File: src/rtl/alu_8bit.sv
// Registered ALU: add/sub/logic/shift on two unsigned WIDTH-bit operands.
// Optional build macro ALU_SATURATE_EN clamps ADD/SUB results instead of wrapping.
module alu_8bit #(
    parameter int WIDTH = 4
) (
    input  logic             clk,
    input  logic             rst,
    input  logic             en,
    input  logic [WIDTH-1:0] A,
    input  logic [WIDTH-1:0] B,
    input  logic [2:0]       sel,
    output logic [WIDTH-1:0] Y,
    output logic             zero,
    output logic             carry,
    output logic             valid
);

    localparam logic [2:0] OP_ADD = 3'b000;
    localparam logic [2:0] OP_SUB = 3'b001;
    localparam logic [2:0] OP_AND = 3'b010;
    localparam logic [2:0] OP_OR  = 3'b011;
    localparam logic [2:0] OP_XOR = 3'b100;
    localparam logic [2:0] OP_NOT = 3'b101;
    localparam logic [2:0] OP_SHL = 3'b110;
    localparam logic [2:0] OP_SHR = 3'b111;

    logic [WIDTH:0]   sum;
    logic [WIDTH:0]   diff;
    logic [WIDTH-1:0] res;
    logic             cout;

    // diff[WIDTH] is the borrow of the extended subtraction
    always_comb begin
        sum  = {1'b0, A} + {1'b0, B};
        diff = {1'b0, A} - {1'b0, B};
        res  = '0;
        cout = 1'b0;
        unique case (sel)
            OP_ADD: begin
                res  = sum[WIDTH-1:0];
                cout = sum[WIDTH];
`ifdef ALU_SATURATE_EN
                if (sum[WIDTH]) res = '1;
`endif
            end
            OP_SUB: begin
                res  = diff[WIDTH-1:0];
                cout = diff[WIDTH];
`ifdef ALU_SATURATE_EN
                if (diff[WIDTH]) res = '0;
`endif
            end
            OP_AND: res = A & B;
            OP_OR:  res = A | B;
            OP_XOR: res = A ^ B;
            OP_NOT: res = ~A;
            OP_SHL: begin
                res  = {A[WIDTH-2:0], 1'b0};
                cout = A[WIDTH-1];
            end
            OP_SHR: begin
                res  = {1'b0, A[WIDTH-1:1]};
                cout = A[0];
            end
        endcase
    end

    always_ff @(posedge clk or posedge rst) begin
        if (rst) begin
            Y     <= '0;
            carry <= 1'b0;
            zero  <= 1'b1;
            valid <= 1'b0;
        end else begin
            valid <= en;
            if (en) begin
                Y     <= res;
                carry <= cout;
                zero  <= (res == '0);
            end
        end
    end

endmodule

File: config.mk
export PLATFORM = sky130hd
export DESIGN_NAME = alu_8bit
export DESIGN_NICKNAME = d
export VERILOG_FILES = /design/src/rtl/alu_8bit.sv
export SDC_FILE = /design/constraint.sdc
export NUM_CORES = 1
export LEC_CHECK = 0
export ABC_AREA = 1
export BUFFER_PORTS_ARGS = -buffer_cell sky130_fd_sc_hd__buf_2
export CAP_MARGIN = 5
export CORE_MARGIN = 5
export CORE_UTILIZATION = 54
export CTS_CLUSTER_DIAMETER = 40
export DETAILED_ROUTE_END_ITERATION = 10
export PLACE_DENSITY = 0.79
export SYNTH_ARGS = -nofsm -noshare
export SYNTH_HDL_FRONTEND = slang
export SYNTH_SLANG_ARGS = --single-unit
File: constraint.sdc
create_clock -name clk -period 0.8 [get_ports clk]
set_input_delay 0.04 -clock clk [delete_from_list [all_inputs] [get_ports clk]]
set_output_delay 0.04 -clock clk [all_outputs]
set_load 0.1 [all_outputs]
==> results of run 1 <==
-- what timing repair did --
item                       in CTS
pin swaps                       9
hold endpoints to repair        7
setup endpoints to repair      13
buffers inserted                4
hold buffers                    1
resized for setup              45
-- per-stage QoR --
step | area (um^2) | TNS [ps] | worst slack, ps | hold WS (ps)
floorplan | 1036 | -2050 | -429.7 | -157.6
global placement | 1455 | -3849 | -763.7 | -29.83
detailed placement | 1455 | -4010 | -790.5 | -12.19
CTS | 1663 | -2584 | -408.8 | 27.29
-- cell families after synthesis --
| kind of cell | synth area share [%] |
|---|---|
| and+or+nand+nor | 36.14 |
| buffers and inverters | 12.55 |
| AOI/OAI and AO/OA | 10.79 |
| adders and majority gates | 22.84 |
| DFF | 17.69 |
==> flow_summary.json, run 1 <==
{
  "syn_inst": 157,
  "status": "stopped before the end",
  "die_height_um": 52.97,
  "async_reset_ff_share_pct": 100.0,
  "h-tree-depth": 1,
  "synth_top_area_share_pct": 18.82,
  "cts_root_buffer": "clkbuf_4",
  "clkSinkCount": 7,
  "syn_nets": 188,
  "yosys.cell_count.top_type": "nand2_1",
  "synth_seq_area_share_pct": 17.69,
  "ys_types": 23,
  "dp.cells": 226,
  "grt_max_degree": 14,
  "numCtsBuffers": 3,
  "first-error": "[ERROR DPL-0038] Utilization greater than 100%, impossible to legalize",
  "fp.dieW_um": 52.97,
  "syn_area_um2": 997.2,
  "ioPinCount": 21,
  "yosys_most_used_dff": "dfrtp_1",
  "synth_area_per_cell_um2": 6.352,
  "port-buffer-count": 20,
  "ys_ff_latch": 7,
  "num_rows": 15,
  "dp_hpwl_um": 2517,
  "synth-edff-count": 0,
  "haltStage": "global routing",
  "synth_warnings": 0,
  "worst_endpoint": "zero$_DFFE_PP1P_/D",
  "yosysTopAreaCell": "ha_1",
  "globalplace.congestion": 0.9235,
  "worstEpCategory": "register data pin",
  "cts_buffer_depth": 2,
  "initial_core_util_pct": 57.13,
  "synthTopCellsByCount": "nand2_1 (35), inv_1 (23), nor2_1 (23), ha_1 (15), nand3_1 (14)",
  "synth.area.top_cells": "ha_1 (19%), dfrtp_1 (15%), nand2_1 (13%)"
}
==> run 2, diff against run 1 <==
--- a/config.mk
+++ b/config.mk
@@ -8,11 +8,10 @@
 export ABC_AREA = 1
 export BUFFER_PORTS_ARGS = -buffer_cell sky130_fd_sc_hd__buf_2
 export CAP_MARGIN = 5
-export CORE_MARGIN = 5
-export CORE_UTILIZATION = 54
-export CTS_CLUSTER_DIAMETER = 40
+export CORE_AREA = 5 5 66 68
 export DETAILED_ROUTE_END_ITERATION = 10
-export PLACE_DENSITY = 0.79
+export DIE_AREA = 0 0 71 73
+export PLACE_DENSITY_LB_ADDON = 0.15
 export SYNTH_ARGS = -nofsm -noshare
 export SYNTH_HDL_FRONTEND = slang
 export SYNTH_SLANG_ARGS = --single-unit
==> run 2 against run 1 <==
The flow now finishes, with violations (setup timing). Synthesized area unchanged. Synthesized cell count unchanged.
==> flow_summary.json, run 2 <==
{
  "status": "complete, but fails checks",
  "violations": "setup timing",
  "h-tree-depth": 1,
  "synth_top_area_share_pct": 18.82,
  "critPathSlowestCell": "fa_1",
  "setup_viol": 13,
  "worst_slack_ps": -383.8,
  "placed_area_mm2": 0.001516,
  "ys_types": 23,
  "p_leak_nw": 0.8835,
  "slowest_delay_ps": 470,
  "multiInputGateArea_um2": 892.1,
  "rr_worst_depth": 2,
  "use_met2_pct": 24.61,
  "area_delta_synth_final_pct": 84.19,
  "drt-pass1-iter-count": 4,
  "vias": 1198,
  "fillers": 390,
  "n_antenna_cell": 0,
  "num_rows": 23,
  "cts_root_buffer": "clkbuf_8",
  "synthTopCellsByCount": "nand2_1 (35), inv_1 (23), nor2_1 (23), ha_1 (15), nand3_1 (14)",
  "nNetsFinal": 245,
  "synth_warnings": 0,
  "worst_setup_path_start_kind": "input pin",
  "drcViolationCount": 0,
  "syn_nets": 188,
  "p_sw_share_pct": 42.82,
  "ioPinCount": 21,
  "r2r_start": "zero$_DFFE_PP1P_",
  "crit_path_end": "zero$_DFFE_PP1P_",
  "drtIter0Drc": 75,
  "core_area_mm2": 0.003799,
  "slew_headroom_pct": 82.81,
  "port-buffer-count": 20,
  "globalplace.congestion": 0.8362,
  "insertion_delay_ps": 230,
  "maxCapViolCount": 0,
  "hp-class": "input pin to flop",
  "yosysTopAreaCell": "ha_1",
  "yosys_most_used_dff": "dfrtp_1",
  "dp.cells": 255,
  "grt_antenna_before_repair": 0,
  "finalNonFillerCells": 263,
  "endpoint_kind": "flop",
  "startpoint": "A[0]",
  "hold_violations": 0,
  "syn_area_um2": 997.2,
  "initial_core_util_pct": 26.25,
  "synth_seq_area_share_pct": 17.69,
  "layout_common_cells": "buf_4 (36), nand2_1 (31), nor2_1 (18)",
  "grt.overflow.total": 0,
  "critPathArrivalTime_ps": 1350,
  "avgRoutedWirePerCell_um": 12.13,
  "gr-usage-all-layers_pct": 12.79,
  "clkSinkCount": 7,
  "max_freq_ghz": 0.8448,
  "largest_reg_flops": 4,
  "p_total_mw": 2.355,
  "synth-edff-count": 0,
  "vias_per_cell": 4.555,
  "largest_register": "Y",
  "slew_viol_final": 0,
  "drt.antenna.violating_nets": 0,
  "rsz0062_at_grt": "yes",
  "fin_area_mm2": 0.001837,
  "first_global_vias": 1214,
  "path_max_fanout": 3,
  "ys_ff_latch": 7,
  "fp.dieW_um": 71,
  "r2r-end": "zero$_DFFE_PP1P_",
  "clk_pin_slew_ps": 40,
  "ir_worst_vdd_mv": 0.3587,
  "drive_above_1_share_pct": 51.17,
  "powerDensity_mw_per_mm2": 1282,
  "synth.area.top_cells": "ha_1 (19%), dfrtp_1 (15%), nand2_1 (13%)",
  "cts_tree": "done",
  "async_reset_ff_share_pct": 100.0,
  "pre_cts_slack_ps": -792.5,
  "numCtsBuffers": 3,
  "period_minus_slack_ps": 1184,
  "final_common_cell": "buf_4",
  "top_usage_layer": "met2",
  "cp.required_ps": 970,
  "combinationalPowerShare_pct": 59.0,
  "crit_chain": "buf_12, inv_12, ha_4, fa_1, inv_1, nand4_1, nand2_1, nor2_1, a21oi_2, nor2_1, nand3_1, nand2_1",
  "dp_hpwl_um": 2515,
  "fin_skew_ps": 0,
  "r2r_setup_slack_ps": 0,
  "intPower_mw": 1.346,
  "grt_pass1_wl_um": 5382,
  "die_height_um": 73,
  "whs_ps": 57.15,
  "dieArea_mm2": 0.005183,
  "syn_inst": 157,
  "period_share_pct": 148.0,
  "pwr-share-seq_pct": 20.2,
  "pwr-share-clk_pct": 20.9,
  "worstSetupPathType": "input pin to flop",
  "grt_max_degree": 13,
  "grt_util_met3_pct": 2.204,
  "cts_buffer_depth": 2,
  "synth_area_per_cell_um2": 6.352,
  "worst_pin_slew_ps": 257.6,
  "finalWirelength_um": 3189,
  "use_met1_pct": 13.88,
  "fin_util_pct": 48.35,
  "fin_tns_setup_ps": -2283,
  "yosys.cell_count.top_type": "nand2_1",
  "regArea_um2": 190.2,
  "p_switching_mw": 1.008,
  "min_from": "en"
}
run 2: worst min path at each step:
stage	end	slack, ps	depth (start not counted)
after floorplan	Y[0]$_DFFE_PP0P_	-160	1
final	valid$_DFF_PP0_	60	2
after global placement	Y[0]$_DFFE_PP0P_	-30	2
after CTS	valid$_DFF_PP0_	50	2
after global routing	valid$_DFF_PP0_	50	2
after detailed placement	Y[0]$_DFFE_PP0P_	-20	2
run 2: critical path: cells and delay by family:
kind,cells,cell delay (ps)
fa+ha+maj,2,620
simple gates,6,440
buf+inv,3,160
compound gates,1,70
run 2: power by group through the flow:
stage               registers [mW]  logic [mW]  clock network (mW)
finish                       0.475        1.39               0.491
global route                 0.483        1.48               0.533
CTS                          0.477        1.28               0.509
detailed placement           0.483        1.19                   0
global placement             0.478        1.19                   0
floorplan                    0.806       0.353                   0
run 2: area by class of cell:
| class | count | area share, % |
|---|---|---|
| multi-input combinational | 119 | 48.57 |
| timing repair buffer | 55 | 28.13 |
| sequential | 7 | 10.35 |
| inverter | 28 | 7.084 |
| tap | 50 | 3.406 |
| clock buffer | 4 | 2.452 |
run 2: metal layers:
layer / vias to the layer above / share of wire [%]
met3: 6 / 5.0
met1: 549 / 39
met5: - / 0
li1: 611 / -
met2: 32 / 54
met4: 0 / 2.1
run 2: cell families after synthesis:
family,Yosys count,share of synthesized area (%)
buffers and inverters,31,12.55
and+or+nand+nor,83,36.14
DFF,7,17.69
AOI/OAI and AO/OA,19,10.79
adders and majority gates,17,22.84
run 2: timing repair:
action	4_1_cts	5_1_grt
hold buffers	1	0
endpoints found under the setup margin	13	13
buffers inserted	2	2
resized for setup	24	37
pin swaps	5	13
endpoints found under the hold margin	7	0
(Power assumes the default switching activity.)
==> run 3, diff against run 2 <==
--- a/config.mk
+++ b/config.mk
@@ -5,7 +5,6 @@
 export SDC_FILE = /design/constraint.sdc
 export NUM_CORES = 1
 export LEC_CHECK = 0
-export ABC_AREA = 1
 export BUFFER_PORTS_ARGS = -buffer_cell sky130_fd_sc_hd__buf_2
 export CAP_MARGIN = 5
 export CORE_AREA = 5 5 66 68
==> run 3 against run 2 <==
The run still ends with setup timing left. Synthesized cell count fell by 25%. Power rose by 7.6%. Non-clock buffer count rose by 8. First-iteration DRC count rose by 1.3%. Critical path depth fell by 4. Largest power group unchanged.
==> flow_summary.json, run 3 <==
{
  "port-buffer-count": 20,
  "slew_viol_final": 0,
  "pwr-share-clk_pct": 20.3,
  "p_leak_nw": 0.8473,
  "syn_inst": 117,
  "syn_nets": 148,
  "vias": 1091,
  "syn_area_um2": 988.4,
  "ioPinCount": 21,
  "numCtsBuffers": 3,
  "cts_tree": "done",
  "cts_buffer_depth": 2,
  "status": "complete, but fails checks",
  "drt.antenna.violating_nets": 0,
  "fp.dieW_um": 71,
  "worstSetupPathType": "input pin to flop",
  "fin_skew_ps": 0,
  "crit_chain": "buf_8, ha_4, or3_4, or3_4, a31oi_4, buf_4, nor3_2, a21o_1",
  "fin_util_pct": 50.92,
  "period_share_pct": 183.4,
  "synth_warnings": 0,
  "synth-edff-count": 0,
  "largest_reg_flops": 4,
  "critPathBufInv": 2,
  "nNetsFinal": 210,
  "core_area_mm2": 0.003799,
  "insertion_delay_ps": 230,
  "endpoint_kind": "flop",
  "h-tree-depth": 1,
  "worst_pin_slew_ps": 328.2,
  "p_switching_mw": 1.056,
  "grt.overflow.total": 0,
  "combinationalPowerShare_pct": 61.4,
  "crit_top_cell": "or3_4",
  "die_height_um": 73,
  "max_freq_ghz": 0.6817,
  "largest_register": "Y",
  "final_common_cell": "buf_4",
  "clk_pin_slew_ps": 40,
  "rsz0062_at_grt": "yes",
  "pre_cts_slack_ps": -1062,
  "ir_worst_vdd_mv": 1.554,
  "ys_types": 47,
  "dp_hpwl_um": 2443,
  "drtIter0Drc": 76,
  "finalWirelength_um": 3241,
  "synth_top_area_share_pct": 18.99,
  "gr-usage-all-layers_pct": 12.98,
  "p_sw_share_pct": 41.67,
  "violations": "setup timing",
  "critPathArrivalTime_ps": 1590,
  "grt_antenna_before_repair": 0,
  "pwr-share-seq_pct": 18.3,
  "yosys_most_used_dff": "dfrtp_1",
  "intPower_mw": 1.477,
  "async_reset_ff_share_pct": 100.0,
  "maxCapViolCount": 0,
  "hp-class": "input pin to flop",
  "dieArea_mm2": 0.005183,
  "cts_root_buffer": "clkbuf_8",
  "period_minus_slack_ps": 1467,
  "synth.area.top_cells": "ha_1 (19%), dfrtp_1 (15%), inv_1 (5.7%)",
  "grt_pass1_wl_um": 5388,
  "slew_headroom_pct": 78.12,
  "drt-pass1-iter-count": 4,
  "synthTopCellsByCount": "ha_1 (15), inv_1 (15), a21oi_1 (7), nor2_1 (7), dfrtp_1 (6)",
  "setup_viol": 13,
  "cp.required_ps": 920,
  "synth_seq_area_share_pct": 17.85,
  "avgRoutedWirePerCell_um": 14.21,
  "critPathSlowestCell": "or3_4",
  "layout_common_cells": "buf_4 (38), inv_1 (9), buf_12 (9), buf_2 (9), ha_1 (8)",
  "yosysTopAreaCell": "ha_1",
  "n_antenna_cell": 0,
  "fin_area_mm2": 0.001934,
  "worst_slack_ps": -667.0,
  "synth_area_per_cell_um2": 8.448,
  "globalplace.congestion": 0.8171,
  "num_rows": 23,
  "ys_ff_latch": 7,
  "grt_max_degree": 18,
  "critPathTopFamily": "simple AND/OR/NAND/NOR gates",
  "area_delta_synth_final_pct": 95.70,
  "slowest_delay_ps": 420,
  "worst_setup_path_start_kind": "input pin",
  "path_max_fanout": 4,
  "drcViolationCount": 0,
  "placed_area_mm2": 0.001570,
  "hold_violations": 0,
  "first_global_vias": 1167,
  "vias_per_cell": 4.785,
  "initial_core_util_pct": 26.02,
  "powerDensity_mw_per_mm2": 1309,
  "clkSinkCount": 7,
  "drive_above_1_share_pct": 65.17
}
run 3: changes by cell type after synthesis, sizes merged, moves of 3 or more:
cell    before  now
o21ai        8    4
nand3       15    1
nand4        8    1
nand2b       0    3
a211oi       0    3
inv         28   16
o32ai        0    3
nand2       36    5
nor3         0    3
nor2        24    7
run 3: what timing repair did:
| item | 4_1_cts | 5_1_grt |
|---|---|---|
| gates resized for setup | 35 | 23 |
| pin swaps | 15 | 14 |
| hold endpoints to repair | 7 | 0 |
| buffers inserted | 3 | 4 |
| setup endpoints to repair | 13 | 13 |
| hold buffers | 1 | 0 |
run 3: stage by stage:
stage	total power, mW	hold slack [ps]	setup TNS [ps]	std cells
floorplan	1.208	-157.2	-4001	117
detailed placement	1.763	-12.99	-5621	218
global placement	1.756	-17.90	-5484	218
CTS	2.424	55.26	-3987	225
finish	2.533	65.36	-3929	228
global route	2.671	75.13	-4413	228
run 3: cells by family after synthesis:
group / synth area share [%]
AOI/OAI and AO/OA: 28.10
and+or+nand+nor: 16.71
buffers and inverters: 8.986
adders and majority gates: 23.04
DFF: 17.85
muxes: 4.430
xor gates and xnor gates: 0.8862
run 3: metal layers:
layer / share of wire (%) / GRT usage, %
met1: 45 / 16.26
met2: 51 / 22.35
met3: 2.5 / 1.515
met4: 2.2 / 5.846
met5: 0 / 0
run 3: worst paths after layout:
kind / startpoint / to / slack, ps / cells after the start
worst max-delay path: sel[1] / Y[2]$_DFFE_PP0P_ / -670 / 8
worst min-delay path: en / valid$_DFF_PP0_ / 70 / 2
worst max register to register: zero$_DFFE_PP1P_ / zero$_DFFE_PP1P_ / -10 / 2
worst min register to register: zero$_DFFE_PP1P_ / zero$_DFFE_PP1P_ / 520 / 2
max in group asynchronous: rst / zero$_DFFE_PP1P_ / 250 / 3
min in group asynchronous: rst / Y[2]$_DFFE_PP0P_ / 280 / 3
run 3: power groups by stage:
stage          clock network [mW]  registers, mW  logic (mW)
2_1_floorplan                   0          0.797       0.411
3_3_place_gp                    0          0.468        1.29
3_5_place_dp                    0          0.467        1.30
4_1_cts                     0.533          0.465        1.43
5_1_grt                     0.544          0.472        1.66
6_report                    0.513          0.464        1.56
run 3: final cells by class:
class                      instances  area [um^2]
sequential                         7        183.9
fill                             347         1864
timing repair buffer              63        591.8
tap                               50        62.56
clock buffer                       4        45.04
inverter                          16        80.08
multi-input combinational         88        970.9
==> run 4, diff against run 3 <==
--- a/config.mk
+++ b/config.mk
@@ -11,6 +11,7 @@
 export DETAILED_ROUTE_END_ITERATION = 10
 export DIE_AREA = 0 0 71 73
 export PLACE_DENSITY_LB_ADDON = 0.15
+export REMOVE_ABC_BUFFERS = 1
 export SYNTH_ARGS = -nofsm -noshare
 export SYNTH_HDL_FRONTEND = slang
 export SYNTH_SLANG_ARGS = --single-unit
==> constraint.sdc (replaced) <==
create_clock -name clk -period 0.8 [get_ports clk]
set_input_delay 0.04 -clock clk [delete_from_list [all_inputs] [get_ports clk]]
set_output_delay 0.04 -clock clk [all_outputs]
set_load 0.005 [all_outputs]
==> run 4 against run 3 <==
The run still ends with setup timing left. Sequential share of layout area rose by 0.083 points. Setup slack lost 11 ps. Clock-buffer cell count is the same. Sequential cell count did not move. Routed wire length is 1.8% higher. Cell area decreased by 4.9%. Register-to-register slack improved by 30 ps. Clock power decreased by 5.3%. Hold slack better by 24 ps. Cell count rose by 3.1%. Die area stayed put. Power fell by 23%. Largest cell class unchanged.
==> flow_summary.json, run 4 (same netlist as run 3, synthesis figures left out) <==
{
  "status": "complete, but fails checks",
  "violations": "setup timing",
  "globalplace.congestion": 0.7906,
  "largest_register": "Y",
  "core_area_mm2": 0.003799,
  "num_rows": 23,
  "max_freq_ghz": 0.6767,
  "dieArea_mm2": 0.005183,
  "grt_pass1_wl_um": 5520,
  "avgRoutedWirePerCell_um": 14.04,
  "fillers": 390,
  "cts_tree": "done",
  "path_max_fanout": 5,
  "endpoint_kind": "flop",
  "numCtsBuffers": 3,
  "insertion_delay_ps": 220,
  "cp.required_ps": 910,
  "period_minus_slack_ps": 1478,
  "area_delta_synth_final_pct": 86.08,
  "min_from": "en",
  "slew_viol_final": 0,
  "hold_violations": 0,
  "clkSinkCount": 7,
  "die_height_um": 73,
  "dp_hpwl_um": 2454,
  "gr-usage-all-layers_pct": 13.03,
  "rsz0062_at_grt": "yes",
  "cts_buffer_depth": 2,
  "grt.overflow.total": 0,
  "layout_common_cells": "buf_4 (47), buf_2 (14), ha_4 (9)",
  "fin_util_pct": 48.42,
  "ioPinCount": 21,
  "worstSetupPathType": "input pin to flop",
  "worst_setup_path_start_kind": "input pin",
  "drive_above_1_share_pct": 61.62,
  "ir_worst_vdd_mv": 0.7377,
  "multiInputGateArea_um2": 938.4,
  "drcViolationCount": 0,
  "fin_skew_ps": 0,
  "placed_area_mm2": 0.001445,
  "min_path_cells": 2,
  "r2r_setup_slack_ps": 20,
  "period_share_pct": 184.7,
  "p_total_mw": 1.946,
  "clk_pin_slew_ps": 40,
  "drtIter0Drc": 46,
  "r2r_start": "zero$_DFFE_PP1P_",
  "largest_reg_flops": 4,
  "drt-pass1-iter-count": 4,
  "pre_cts_slack_ps": -1082,
  "fin_tns_setup_ps": -3631,
  "hp-class": "input pin to flop",
  "n_antenna_cell": 0,
  "vias_per_cell": 4.711,
  "worst_pin_slew_ps": 413.6,
  "p_leak_nw": 0.8336,
  "powerDensity_mw_per_mm2": 1058,
  "grt_antenna_before_repair": 0,
  "h-tree-depth": 1,
  "rr_worst_depth": 2,
  "r2r-end": "zero$_DFFE_PP1P_",
  "initial_core_util_pct": 26.02,
  "vias": 1107,
  "final_common_cell": "buf_4",
  "fin_area_mm2": 0.001839,
  "cts_root_buffer": "clkbuf_8",
  "finalWirelength_um": 3299,
  "regArea_um2": 176.4,
  "hold_end": "valid$_DFF_PP0_",
  "maxCapViolCount": 0,
  "first_global_vias": 1198,
  "nNetsFinal": 217,
  "fp.dieW_um": 71,
  "critPathArrivalTime_ps": 1590,
  "setup_viol": 7,
  "worst_slack_ps": -677.7,
  "grt_max_degree": 10,
  "drt.antenna.violating_nets": 0,
  "slew_headroom_pct": 72.24,
  "port-buffer-count": 20
}
[run 4: repair_timing]
| item | in CTS | in global routing |
|---|---|---|
| pin swaps | 22 | 8 |
| setup endpoints to repair | 7 | 7 |
| endpoints found under the hold margin | 7 | 0 |
| resized for setup | 60 | 8 |
| setup buffers | 5 | 2 |
| hold buffers | 1 | 0 |
[run 4: through the flow]
step	hold WS (ps)	cells
global route	95.17	235
CTS	89.85	234
finish	89.32	235
detailed placement	-25.86	224
global placement	-27.40	224
floorplan	-157.3	111
[run 4: layer usage]
metal / global-route usage, % / wire [um] / vias up
met3: 1.240 / 103 / 0
met5: 0 / 0 / -
met4: 2.714 / 0 / 0
met1: 17.74 / 1548 / 530
met2: 22.45 / 1647 / 22
li1: - / - / 555
[run 4: worst max path at each step]
stage	startpoint	endpoint	slack [ps]	cells past startpoint
2_1_floorplan	A[0]	zero$_DFFE_PP1P_	-830	7
3_3_place_gp	sel[1]	zero$_DFFE_PP1P_	-1040	8
3_5_place_dp	sel[1]	zero$_DFFE_PP1P_	-1080	8
4_1_cts	A[0]	zero$_DFFE_PP1P_	-660	9
5_1_grt	sel[2]	Y[2]$_DFFE_PP0P_	-720	9
6_report	sel[2]	Y[2]$_DFFE_PP0P_	-680	8
[run 4: area by class of cell]
type                       instances  share of cell area, %
sequential                         7                  9.592
timing repair buffer              70                  29.59
inverter                          16                  3.946
multi-input combinational         88                  51.02
clock buffer                       4                  2.449
tap                               50                  3.401
[run 4: power by group]
part | internal (mW) | switching, mW | total, mW
sequential | 0.407 | 0.0265 | 0.434
clock | 0.344 | 0.142 | 0.486
combinational | 0.566 | 0.461 | 1.03
total | 1.32 | 0.629 | 1.95
[run 4: critical path, stage by stage]
cell and delay [ps]:
buf_12 120, ha_4 150, or3_4 410, or3_4 390
a31oi_4 180, buf_4 130, nor3_2 30, a21o_1 150
